### config.mk
export PLATFORM = sky130hd
export DESIGN_NAME = lsu
export DESIGN_NICKNAME = d
export VERILOG_FILES = /design/src/rtl/lsu.sv
export SDC_FILE = /design/constraint.sdc
export NUM_CORES = 1
export LEC_CHECK = 0
export CELL_PAD_IN_SITES_DETAIL_PLACEMENT = 1
export CELL_PAD_IN_SITES_GLOBAL_PLACEMENT = 1
export CORE_MARGIN = 1.5
export CORE_UTILIZATION = 37
export CTS_BUF_LIST = sky130_fd_sc_hd__clkbuf_16
export DETAILED_ROUTE_END_ITERATION = 8
export PLACE_DENSITY = 0.85
export SLEW_MARGIN = 40
export SYNTH_ARGS = -nofsm -noshare
export SYNTH_HDL_FRONTEND = slang
export SYNTH_SLANG_ARGS = --single-unit
### constraint.sdc
create_clock -name clk -period 11.33 [get_ports clk]
set_clock_uncertainty 0.1 [all_clocks]
set_input_delay 1.6995 -clock clk [delete_from_list [all_inputs] [get_ports clk]]
set_output_delay 1.6995 -clock clk [all_outputs]
set_load 0.05 [all_outputs]
### src/rtl/lsu.sv
`default_nettype none
// ============================================================================
//  Module   : lsu
//  Purpose  : MEM-stage load/store unit. Drives a valid/ready data-memory
//             port, aligns and extends load data, and stalls the pipeline.
//  Revision : 1.0
// ============================================================================
module lsu #(
    parameter int XLEN     = 32,
    parameter int MAX_WAIT = 255
) (
    input  logic            clk,
    input  logic            reset,
    input  logic            mem_valid_i,
    input  logic            memread_i,
    input  logic            memwrite_i,
    input  logic [2:0]      funct3_i,
    input  logic [XLEN-1:0] addr_i,
    input  logic [XLEN-1:0] wdata_i,
    output logic            stall_o,
    output logic [XLEN-1:0] rdata_o,
    output logic            done_o,
    output logic            misalign_o,
    output logic            buserr_o,
    output logic            dm_req_o,
    output logic            dm_we_o,
    output logic [XLEN-1:0] dm_addr_o,
    output logic [XLEN-1:0] dm_wdata_o,
    output logic [3:0]      dm_be_o,
    input  logic            dm_ready_i,
    input  logic            dm_rvalid_i,
    input  logic [XLEN-1:0] dm_rdata_i
);

    localparam logic [1:0] c_IDLE     = 2'd0;
    localparam logic [1:0] c_REQ      = 2'd1;
    localparam logic [1:0] c_WAIT     = 2'd2;
    localparam logic [1:0] c_DONE     = 2'd3;
    localparam logic [7:0] c_CNT_LAST = 8'(MAX_WAIT - 1);

    logic [1:0]      r_state, w_next;
    logic [XLEN-1:0] r_addr, r_wdata, r_rdata;
    logic [3:0]      r_be;
    logic            r_we, r_misalign, r_buserr;
    logic [2:0]      r_funct3;
    logic [1:0]      r_lane;
    logic [7:0]      r_cnt;

    logic            w_op, w_fault, w_timeout, w_load_done, w_store_done, w_complete;
    logic [3:0]      w_be;
    logic [XLEN-1:0] w_wdata, w_load_data;
    logic [7:0]      w_byte;
    logic [15:0]     w_half;

    assign w_op = mem_valid_i & (memread_i | memwrite_i);

    // Unsigned-load encodings are illegal as stores; memread wins when both are set.
    always_comb begin
        w_fault = 1'b0;
        case (funct3_i)
            3'b000:  w_fault = 1'b0;
            3'b001:  w_fault = addr_i[0];
            3'b010:  w_fault = |addr_i[1:0];
            3'b100:  w_fault = ~memread_i;
            3'b101:  w_fault = ~memread_i | addr_i[0];
            default: w_fault = 1'b1;
        endcase
    end

    always_comb begin
        w_be    = 4'hF;
        w_wdata = wdata_i;
        case (funct3_i[1:0])
            2'b00: begin
                w_be    = 4'b0001 << addr_i[1:0];
                w_wdata = {4{wdata_i[7:0]}};
            end
            2'b01: begin
                w_be    = addr_i[1] ? 4'b1100 : 4'b0011;
                w_wdata = {2{wdata_i[15:0]}};
            end
            default: ;
        endcase
    end

    assign w_byte = dm_rdata_i[{r_lane, 3'b000} +: 8];
    assign w_half = dm_rdata_i[{r_lane[1], 4'b0000} +: 16];

    always_comb begin
        w_load_data = dm_rdata_i;
        case (r_funct3)
            3'b000:  w_load_data = {{(XLEN-8){w_byte[7]}}, w_byte};
            3'b001:  w_load_data = {{(XLEN-16){w_half[15]}}, w_half};
            3'b100:  w_load_data = {{(XLEN-8){1'b0}}, w_byte};
            3'b101:  w_load_data = {{(XLEN-16){1'b0}}, w_half};
            default: w_load_data = dm_rdata_i;
        endcase
    end

    assign w_timeout    = (r_cnt == c_CNT_LAST);
    assign w_store_done = (r_state == c_REQ) & dm_ready_i & r_we;
    assign w_load_done  = ~r_we & (((r_state == c_REQ) & dm_ready_i & dm_rvalid_i) |
                                   ((r_state == c_WAIT) & dm_rvalid_i));
    assign w_complete   = w_store_done | w_load_done;

    always_ff @(posedge clk or posedge reset) begin
        if (reset) r_state <= c_IDLE;
        else       r_state <= w_next;
    end

    always_comb begin
        w_next = r_state;
        case (r_state)
            c_IDLE: if (w_op) w_next = w_fault ? c_DONE : c_REQ;
            c_REQ: begin
                if (w_complete)      w_next = c_DONE;
                else if (w_timeout)  w_next = c_DONE;
                else if (dm_ready_i) w_next = c_WAIT;
            end
            c_WAIT:  if (dm_rvalid_i | w_timeout) w_next = c_DONE;
            default: w_next = c_IDLE;
        endcase
    end

    // Reset gates stall so the pipeline is released the instant reset rises.
    always_comb begin
        dm_req_o   = (r_state == c_REQ);
        done_o     = (r_state == c_DONE);
        misalign_o = (r_state == c_DONE) & r_misalign;
        buserr_o   = (r_state == c_DONE) & r_buserr;
        stall_o    = ~reset & (((r_state == c_IDLE) & w_op) |
                               (r_state == c_REQ) | (r_state == c_WAIT));
    end

    always_ff @(posedge clk or posedge reset) begin
        if (reset) begin
            r_addr     <= '0;
            r_wdata    <= '0;
            r_rdata    <= '0;
            r_be       <= '0;
            r_we       <= 1'b0;
            r_funct3   <= '0;
            r_lane     <= '0;
            r_cnt      <= '0;
            r_misalign <= 1'b0;
            r_buserr   <= 1'b0;
        end else begin
            case (r_state)
                c_IDLE: begin
                    r_cnt <= '0;
                    if (w_op) begin
                        r_misalign <= w_fault;
                        r_buserr   <= 1'b0;
                        if (!w_fault) begin
                            r_addr   <= {addr_i[XLEN-1:2], 2'b00};
                            r_lane   <= addr_i[1:0];
                            r_funct3 <= funct3_i;
                            r_we     <= ~memread_i;
                            r_be     <= w_be;
                            r_wdata  <= w_wdata;
                        end
                    end
                end
                c_REQ, c_WAIT: begin
                    r_cnt <= r_cnt + 8'd1;
                    if (w_load_done) begin
                        r_rdata <= w_load_data;
                    end else if (w_timeout && !w_complete) begin
                        r_buserr <= 1'b1;
                        r_rdata  <= '0;
                    end
                end
                default: ;
            endcase
        end
    end

    assign rdata_o    = r_rdata;
    assign dm_we_o    = r_we;
    assign dm_addr_o  = r_addr;
    assign dm_wdata_o = r_wdata;
    assign dm_be_o    = r_be;

endmodule
`default_nettype wire
==> results of run 1 <==
-- how the worst max path moves through the flow --
stage / slack, ps / end / start
6_report: 5880 / stall_o / memread_i
5_1_grt: 5780 / stall_o / memread_i
4_1_cts: 5870 / stall_o / memread_i
3_5_place_dp: 5870 / stall_o / memread_i
3_3_place_gp: 5910 / stall_o / memread_i
2_1_floorplan: 6460 / dm_addr_o[10] / reset
-- worst max-delay path, stage by stage --
cell	delay [ps]
clkdlybuf4s50_1	490
o21ai_1	90
or2_2	390
a21oi_1	160
clkdlybuf4s50_1	820
-- registers in the layout (all words and copies together), names as in the netlist --
register / cells
r_state: 2
rdata_o: 32
dm_wdata_o: 32
r_lane: 2
r_funct3: 3
r_buserr: 1
r_cnt: 8
dm_be_o: 4
dm_we_o: 1
dm_addr_o: 30
r_misalign: 1
-- cells in the mapped netlist (all sizes together), types with 3 or more instances --
cell	number
clkbuf	11
inv	15
nand2	27
buf	21
mux2i	19
nor2b	4
and4b	11
o21bai	4
o2bb2ai	9
nor2	19
ha	7
a32o	8
o21ai	33
dfrtp	116
mux2	91
nand2b	13
nor3	3
or3	9
a21o	13
a21oi	33
-- final cells by class --
cell class | count | area [µm²] | area share (%)
multi-input cells | 332 | 2680 | 30.7
clock buffers | 17 | 425 | 4.88
clock inverters | 15 | 211 | 2.42
well taps | 211 | 264 | 3.03
repair buffers | 218 | 2190 | 25.1
inverters | 15 | 58.8 | 0.674
flip-flops and latches | 116 | 2900 | 33.3
-- layer usage --
layer  routed length, µm  vias to the layer above
li1                    -                     2203
met4                 338                        0
met1                7450                     2443
met5                   0                        -
met2               10100                      179
met3                1490                       33
-- kinds of logic (layout without fill, tap and decap cells) --
kind of cell	after synthesis	after routing
flip-flops	116	116
AO/OA/AOI/OAI	111	111
multiplexers	111	111
AND/OR/NAND/NOR	100	100
buffers and inverters	47	265
adder cells (fa/ha/maj)	7	7
other	1	2
XOR/XNOR	1	1
-- placed cells by master (no fill, tap or decap), types with 3 or more instances in the layout --
cell type / synthesis / final
buf_4: 3 / 6
or3_1: 9 / 9
mux2_1: 40 / 40
inv_1: 15 / 15
bufinv_16: 0 / 5
o21bai_1: 4 / 4
nor3_1: 3 / 3
clkbuf_16: 0 / 17
mux2_2: 51 / 51
o2bb2ai_1: 9 / 9
mux2i_1: 19 / 19
dfrtp_1: 116 / 116
and4b_1: 11 / 11
clkdlybuf4s50_1: 0 / 209
a21oi_1: 30 / 30
ha_1: 7 / 7
nand2b_1: 13 / 13
a21o_1: 13 / 13
a32o_1: 8 / 8
clkinvlp_4: 0 / 3
nor2b_1: 4 / 4
nand2_1: 27 / 27
nor2_1: 18 / 17
o21ai_0: 32 / 32
-- power breakdown --
group          switching [mW]  internal, mW  total (mW)  leakage, nW
registers               0.138         0.602       0.740         1.44
clock network           0.200         0.388       0.587        0.306
logic                    1.02         0.553        1.57         1.96
total                    1.36          1.54        2.90         3.71
==> reports/metrics.cfg, run 1 <==
[run_status]
status = finished, final reports clean

[die]
dieArea_mm2 = 0.0165
core_area_mm2 = 0.0153
die_h_um = 128
pin_count = 212
row_count = 45
start_util_pct = 38.0
fp.dieW_um = 128

[placement]
dp_cells = 892
place_area_mm2 = 0.00809
post-dp-hpwl_um = 13600
port_buffers = 209
pre_cts_ws_ps = 5870
gp_congestion = 0.792

[global_routing]
overflow = 0
grt_pass1_wl_um = 30100
met2_usage_pct = 42.9
grt_pass1_vias = 5505
use_met1_pct = 26.5
track_usage_pct = 24.1
grt_busiest_layer = met2
antenna_found_initial = 0
grt_max_degree = 61
grt.met3_usage_pct = 9.27

[setup_path]
cp-start-kind = input pin
crit_arrival_ps = 3650
reg2reg_setup_slack_ps = 8650
critPathMaxFanout = 8
crit_required_ps = 9530
critPathKind = in2out
crit_path_end_kind = output pin
regToRegStartpoint = r_state[0]
r2r_cells = 7
worstReg2RegEnd = rdata_o[18]

[drt]
ant_nets = 0
drcViolationCount = 0
wirelength_um = 19400
wire_per_inst_um = 21.0
vias = 4858
dr.pass1.iters = 4
via_per_inst = 5.26
drtIter0Drc = 209

[logic_synthesis]
synth_cells = 494
synthArstFlopShare_pct = 100
synth_area_leaders = dfrtp_1 (50%), mux2_2 (9.9%), mux2_1 (7.7%)
synth-seq-cells = 116
ys.flop_type = dfrtp_1
synth_adder_area_share_pct = 1.50
syn-cell-area_mm2 = 0.00583
synth_top_area_share_pct = 49.8
synth-compound-area-share_pct = 12.5
synthSimpleGateAreaFrac_pct = 10.3
synth_cell_type_count = 48
avgSynthCellArea_um2 = 11.8
yosys_warnings = 0
synth_top_family_by_area = multiplexers
synth_xor_area_share_pct = 0.150
synth_edf_count = 0
yosys.area.top_type = dfrtp_1
muxShareOfSynthArea_pct = 21.2
synth.yosys.seq_area_share_pct = 49.8

[clocking]
cts.clk_slew.worst_paths_ps = 50
clock-root-buffer = clkbuf_16
cts_setup_buffers = 0
hold_buffers = 0
numCtsBuffers = 17
cts_tree = yes
htree_num_levels = 4
cts.sinks = 116
clk_latency_ps = 420
clockBufferDepth = 2
cts-resized-gates = 0

[timing]
worst_pin_slew_ps = 799
hold_ws_ps = 381
setup_ws_ps = 5880
fmax_mhz = 183
layout_min_cycle_time_ps = 5450
slew_headroom_pct = 46.6
slew_viol_final = 0
setup_viol = 0
rsz0062_at_grt = false
fin_tns_setup_ps = 0
fin_crit_sh_pct = 48.1
final_hold_viol_count = 0

[final_layout]
utilization_pct = 57.0
finalInstanceArea_mm2 = 0.00873
fillers = 1582
area_growth_pct = 49.8
diodes = 0
drive_gt1_share_pct = 13.9
nNetsFinal = 813
final_cells = 924

[power_and_ir_drop]
total_power_mw = 2.90
p_per_area_mw_per_mm2 = 332
p_leak_nw = 3.71
peakVddDrop_mv = 0.197

[run]
max_cap_violations = 0

[worst_hold_path]
holdCritPathClass = reg2reg
holdCritStartpoint = rdata_o[31]
hold-path-cell-count = 1
holdPathEnd = rdata_o[31]

Note: power is estimated with default switching activity, not from simulation.
==> run 2, diff against run 1 <==
--- a/config.mk
+++ b/config.mk
@@ -8,10 +8,10 @@
 export CELL_PAD_IN_SITES_DETAIL_PLACEMENT = 1
 export CELL_PAD_IN_SITES_GLOBAL_PLACEMENT = 1
 export CORE_MARGIN = 1.5
-export CORE_UTILIZATION = 37
+export CORE_UTILIZATION = 35
 export CTS_BUF_LIST = sky130_fd_sc_hd__clkbuf_16
 export DETAILED_ROUTE_END_ITERATION = 8
-export PLACE_DENSITY = 0.85
+export PLACE_DENSITY = 0.81
 export SLEW_MARGIN = 40
 export SYNTH_ARGS = -nofsm -noshare
 export SYNTH_HDL_FRONTEND = slang
==> constraint.sdc (replaced) <==
create_clock -name clk -period 5.2 [get_ports clk]
set_clock_uncertainty 0.1 [all_clocks]
set_input_delay 0.78 -clock clk [delete_from_list [all_inputs] [get_ports clk]]
set_output_delay 0.78 -clock clk [all_outputs]
set_load 0.05 [all_outputs]
==> reports/metrics.cfg, run 2 (same netlist as run 1, synthesis figures left out) <==
[setup_path]
crit_arrival_ps = 2740  ; -910 ps
critPathMaxStageDelay_ps = 820  ; about the same
path_cells = clkdlybuf4s50_1 > o21ai_1 > or2_2 > a21oi_1 > clkdlybuf4s50_1
cp-start-kind = input pin
critPathMaxFanout = 8  ; unchanged
cp_slowest_cell = clkdlybuf4s50_1
startpoint = memread_i
crit_required_ps = 4320  ; -5210 ps
path_buf_inv = 2  ; unchanged
regToRegStartpoint = r_state[0]
reg2reg_setup_slack_ps = 2460  ; -6190 ps
critPathKind = in2out
crit_family = buffers and inverters
cp_common_cell = clkdlybuf4s50_1
crit_path_end_kind = output pin

[clocking]
clockBufferDepth = 2  ; unchanged
cts-resized-gates = 0  ; unchanged
cts.clk_slew.worst_paths_ps = 50  ; about the same
clk_latency_ps = 410  ; about the same
htree_num_levels = 4  ; unchanged
cts.sinks = 116  ; unchanged
cts_setup_buffers = 0  ; unchanged
cts_tree = yes
hold_buffers = 0  ; unchanged
clock-root-buffer = clkbuf_16
numCtsBuffers = 17  ; unchanged

[global_routing]
grt.met3_usage_pct = 9.07  ; -0.20 points
track_usage_pct = 22.3  ; -1.8 points
grt_max_degree = 68  ; +11%
use_met1_pct = 24.1  ; -2.4 points
grt_pass1_vias = 5512  ; +0.13%
overflow = 0  ; unchanged
antenna_found_initial = 0  ; unchanged
grt_busiest_layer = met2
grt_pass1_wl_um = 30200  ; +0.39%
met2_usage_pct = 38.9  ; -4.0 points

[drt]
drtIter0Drc = 157  ; -25%
wire_per_inst_um = 20.5  ; -2.4%
wirelength_um = 19000  ; -1.8%
via_per_inst = 5.20  ; -1.1%
vias = 4832  ; -0.54%
dr.pass1.iters = 4  ; unchanged
ant_nets = 0  ; unchanged
drcViolationCount = 0  ; unchanged

[placement]
gp_congestion = 0.765  ; -3.4%
pre_cts_ws_ps = 1580  ; -4290 ps
post-dp-hpwl_um = 13900  ; +2.3%
port_buffers = 209  ; unchanged
place_area_mm2 = 0.00807  ; -0.14%

[timing]
setup_viol = 0  ; unchanged
fmax_mhz = 276
slew_headroom_pct = 47.3  ; +0.74 points
rsz0062_at_grt = false
setup_ws_ps = 1580  ; -4290 ps
fin_tns_setup_ps = 0  ; unchanged
layout_min_cycle_time_ps = 3620
fin_crit_sh_pct = 69.6
worst_pin_slew_ps = 788  ; -11.1 ps
final_hold_viol_count = 0  ; unchanged
slew_viol_final = 0  ; unchanged
hold_ws_ps = 372  ; -9.11 ps

[power_and_ir_drop]
p_leak_nw = 3.66  ; -1.2%
peakVddDrop_mv = 0.427  ; +120%
p_per_area_mw_per_mm2 = 700  ; +110%

[die]
dieArea_mm2 = 0.0174  ; +5.6%
row_count = 46  ; +2.2%
die_h_um = 132  ; +2.8%
start_util_pct = 36.3  ; -1.8 points
fp.dieW_um = 132  ; +2.8%
pin_count = 212  ; unchanged
core_area_mm2 = 0.0161  ; +4.9%

[final_layout]
finalInstanceArea_mm2 = 0.00857  ; -1.8%
nNetsFinal = 814  ; +0.12%
area_growth_pct = 47.0
final_cell_mix = clkdlybuf4s50_1 (209), dfrtp_1 (116), mux2_2 (51)
layout_commonest_cell = clkdlybuf4s50_1
diodes = 0  ; unchanged
utilization_pct = 53.3  ; -3.6 points
drive_gt1_share_pct = 12.9  ; -0.98 points
fillers = 1684  ; +6.4%

[run]
max_cap_violations = 0  ; unchanged

[run_status]
status = finished, final reports clean

[worst_hold_path]
holdCritPathClass = reg2reg
holdCritStartpoint = rdata_o[24]

## run 2: area by class of cell
class | instances | area (µm²) | share of cell area, %
Sequential cell | 116 | 2900 | 33.9
Clock buffer | 17 | 425 | 4.97
Tap cell | 216 | 270 | 3.16
Timing Repair Buffer | 219 | 2170 | 25.3
Inverter | 15 | 58.8 | 0.687
Multi-Input combinational cell | 332 | 2680 | 31.2
Clock inverter | 14 | 62.6 | 0.730
## run 2: routing by layer
| layer | vias to the layer above | share of wire (%) |
|---|---|---|
| li1 | 2190 | - |
| met1 | 2427 | 38 |
| met2 | 186 | 51 |
| met3 | 29 | 8.8 |
| met4 | 0 | 2.3 |
| met5 | - | 0 |
## run 2: where the power goes
group / total, mW / switching, mW / leakage [nW] / internal [mW]
clock network: 0.979 / 0.396 / 0.263 / 0.583
registers: 1.62 / 0.304 / 1.44 / 1.31
logic: 3.40 / 2.20 / 1.96 / 1.20
total: 5.99 / 2.90 / 3.66 / 3.10
## run 2: metrics by stage
| step | std cells | power (mW) |
|---|---|---|
| floorplan | 495 | 3.81 |
| global placement | 897 | 4.91 |
| detailed placement | 898 | 5.03 |
| CTS | 929 | 6.05 |
| global route | 929 | 6.28 |
| finish | 929 | 5.99 |
## run 2: final timing paths
kind                                to  depth (start not counted)
setup reg to reg           rdata_o[18]                          7
hold / removal             rdata_o[24]                          1
hold reg to reg            rdata_o[24]                          1
min in group asynchronous   dm_be_o[2]                          3
setup / recovery               stall_o                          5
max in group asynchronous  rdata_o[12]                          3
## run 2: worst reg2reg max path, stage by stage (launching register included)
cell and delay (ps):
dfrtp_1 410, inv_1 100, ha_1 600, inv_1 240, nor4_4 540, buf_4 280, nand2_1 150, o2bb2ai_1 240
==> run 3, diff against run 2 <==
==> constraint.sdc (replaced) <==
create_clock -name clk -period 3.58 [get_ports clk]
set_clock_uncertainty 0.1 [all_clocks]
set_input_delay 0.537 -clock clk [delete_from_list [all_inputs] [get_ports clk]]
set_output_delay 0.537 -clock clk [all_outputs]
set_load 0.05 [all_outputs]
==> reports/metrics.cfg, run 3 (same netlist as run 1, synthesis figures left out) <==
[die]
core_area_mm2 = 0.0161  ; unchanged
row_count = 46  ; unchanged
pin_count = 212  ; unchanged
dieArea_mm2 = 0.0174  ; unchanged
die_h_um = 132  ; unchanged
fp.dieW_um = 132  ; unchanged
start_util_pct = 36.3  ; unchanged

[power_and_ir_drop]
power.share.clock_pct = 18.7  ; +2.4 points
peakVddDrop_mv = 0.663  ; +55%
power.internal_mw = 4.73  ; +53%
total_power_mw = 9.06  ; +51%
pwr-share-comb_pct = 55.2  ; -1.5 points
p_per_area_mw_per_mm2 = 1040  ; +49%
seqPwrFrac_pct = 26.0  ; -0.9 points
swShare_pct = 47.8  ; -0.57 points
p_sw_mw = 4.33  ; +49%
p_leak_nw = 3.72  ; +1.5%

[timing]
final_hold_viol_count = 0  ; unchanged
layout_min_cycle_time_ps = 3290
fin_tns_setup_ps = 0  ; unchanged
worst_pin_slew_ps = 701  ; -86.6 ps
fin_crit_sh_pct = 91.9
fmax_mhz = 304
rsz0062_at_grt = false
slew_headroom_pct = 53.2  ; +5.9 points
setup_viol = 0  ; unchanged
slew_viol_final = 0  ; unchanged

[global_routing]
grt_pass1_wl_um = 32100  ; +6.4%
grt_busiest_layer = met2
grt.met3_usage_pct = 10.3  ; +1.2 points
grt_max_degree = 59  ; -13%
met2_usage_pct = 42.3  ; +3.4 points
track_usage_pct = 24.0  ; +1.7 points
overflow = 0  ; unchanged
grt_pass1_vias = 5631  ; +2.2%
use_met1_pct = 25.6  ; +1.5 points
antenna_found_initial = 2  ; +2

[setup_path]
crit_required_ps = 2940  ; -1380 ps
cp-start-kind = register
critPathKind = reg2out
crit_arrival_ps = 2650  ; -90 ps
crit_path_end_kind = output pin
critPathMaxFanout = 8  ; unchanged
reg2reg_setup_slack_ps = 790  ; -1670 ps

[clocking]
cts.sinks = 116  ; unchanged
hold_buffers = 0  ; unchanged
numCtsBuffers = 17  ; unchanged
clockBufferDepth = 2  ; unchanged
htree_num_levels = 4  ; unchanged
cts.clk_slew.worst_paths_ps = 50  ; about the same
clock-root-buffer = clkbuf_16
clk_latency_ps = 410  ; about the same
cts_tree = yes
cts-resized-gates = 0  ; unchanged
cts_setup_buffers = 0  ; unchanged

[final_layout]
final_cell_mix = clkdlybuf4s50_1 (209), dfrtp_1 (116), mux2_2 (51)
nNetsFinal = 816  ; +0.25%
drive_gt1_share_pct = 13.8  ; +0.92 points
area_growth_pct = 49.7
layout_commonest_cell = clkdlybuf4s50_1

[drt]
wire_per_inst_um = 21.9  ; +7.1%
via_per_inst = 5.20  ; -0.12%
ant_nets = 0  ; unchanged
drcViolationCount = 0  ; unchanged
drtIter0Drc = 165  ; +5.1%
vias = 4847  ; +0.31%
wirelength_um = 20400  ; +7.6%
dr.pass1.iters = 4  ; unchanged

[run_status]
status = finished, final reports clean

[placement]
port_buffers = 209  ; unchanged
gp_congestion = 0.762  ; -0.41%
post-dp-hpwl_um = 14300  ; +3.4%

[run]
max_cap_violations = 0  ; unchanged

[worst_hold_path]
holdCritPathClass = reg2reg

-- run 3: routing by layer --
| layer | share of wire [%] | routed length, µm |
|---|---|---|
| met1 | 38 | 7790 |
| met2 | 52 | 10600 |
| met3 | 8.3 | 1710 |
| met4 | 1.9 | 396 |
| met5 | 0 | 0 |
-- run 3: power by group through the flow --
stage | sequential (mW) | combinational (mW) | clock [mW]
finish | 2.36 | 5.01 | 1.70
global route | 2.44 | 5.24 | 1.80
CTS | 2.37 | 5.03 | 1.73
detailed placement | 2.35 | 4.97 | 0
global placement | 2.29 | 4.86 | 0
floorplan | 4.07 | 1.47 | 0
-- run 3: per-stage QoR --
stage | utilization [%] | cells | setup slack (ps) | hold WS [ps] | cell area (µm²)
2_1_floorplan | - | 495 | 1000 | 371 | 5830
3_3_place_gp | 50.6 | 899 | 473 | 360 | 8120
3_5_place_dp | 50.6 | 899 | 416 | 367 | 8120
4_1_cts | 54.2 | 931 | 261 | 379 | 8700
5_1_grt | 54.3 | 933 | 164 | 383 | 8720
6_report | 54.3 | 933 | 289 | 374 | 8720
-- run 3: path summary, 6_finish.rpt --
| kind | end | startpoint | cells past startpoint |
|---|---|---|---|
| min in group asynchronous | r_cnt[2] | reset | 2 |
| hold / removal | rdata_o[25] | rdata_o[25] | 1 |
| hold reg to reg | rdata_o[25] | rdata_o[25] | 1 |
| setup reg to reg | rdata_o[7] | r_state[0] | 8 |
| setup / recovery | stall_o | r_state[0] | 6 |
| max in group asynchronous | dm_addr_o[17] | reset | 4 |
-- run 3: layout make-up --
class / instances / area [µm²]
Fill cell: 1660 / 7340
Sequential cell: 116 / 2900
Multi-Input combinational cell: 332 / 2680
Timing Repair Buffer: 221 / 2230
Clock buffer: 17 / 425
Tap cell: 216 / 270
Clock inverter: 15 / 150
Inverter: 15 / 60.1
Antenna cell: 1 / 2.50
-- run 3: worst max-delay path: stages, from the launching register on --
cell and delay [ps]:
dfrtp_1 420, inv_1 140, ha_1 220, inv_1 80, or2_2 400, a21oi_1 150, clkdlybuf4s50_1 830
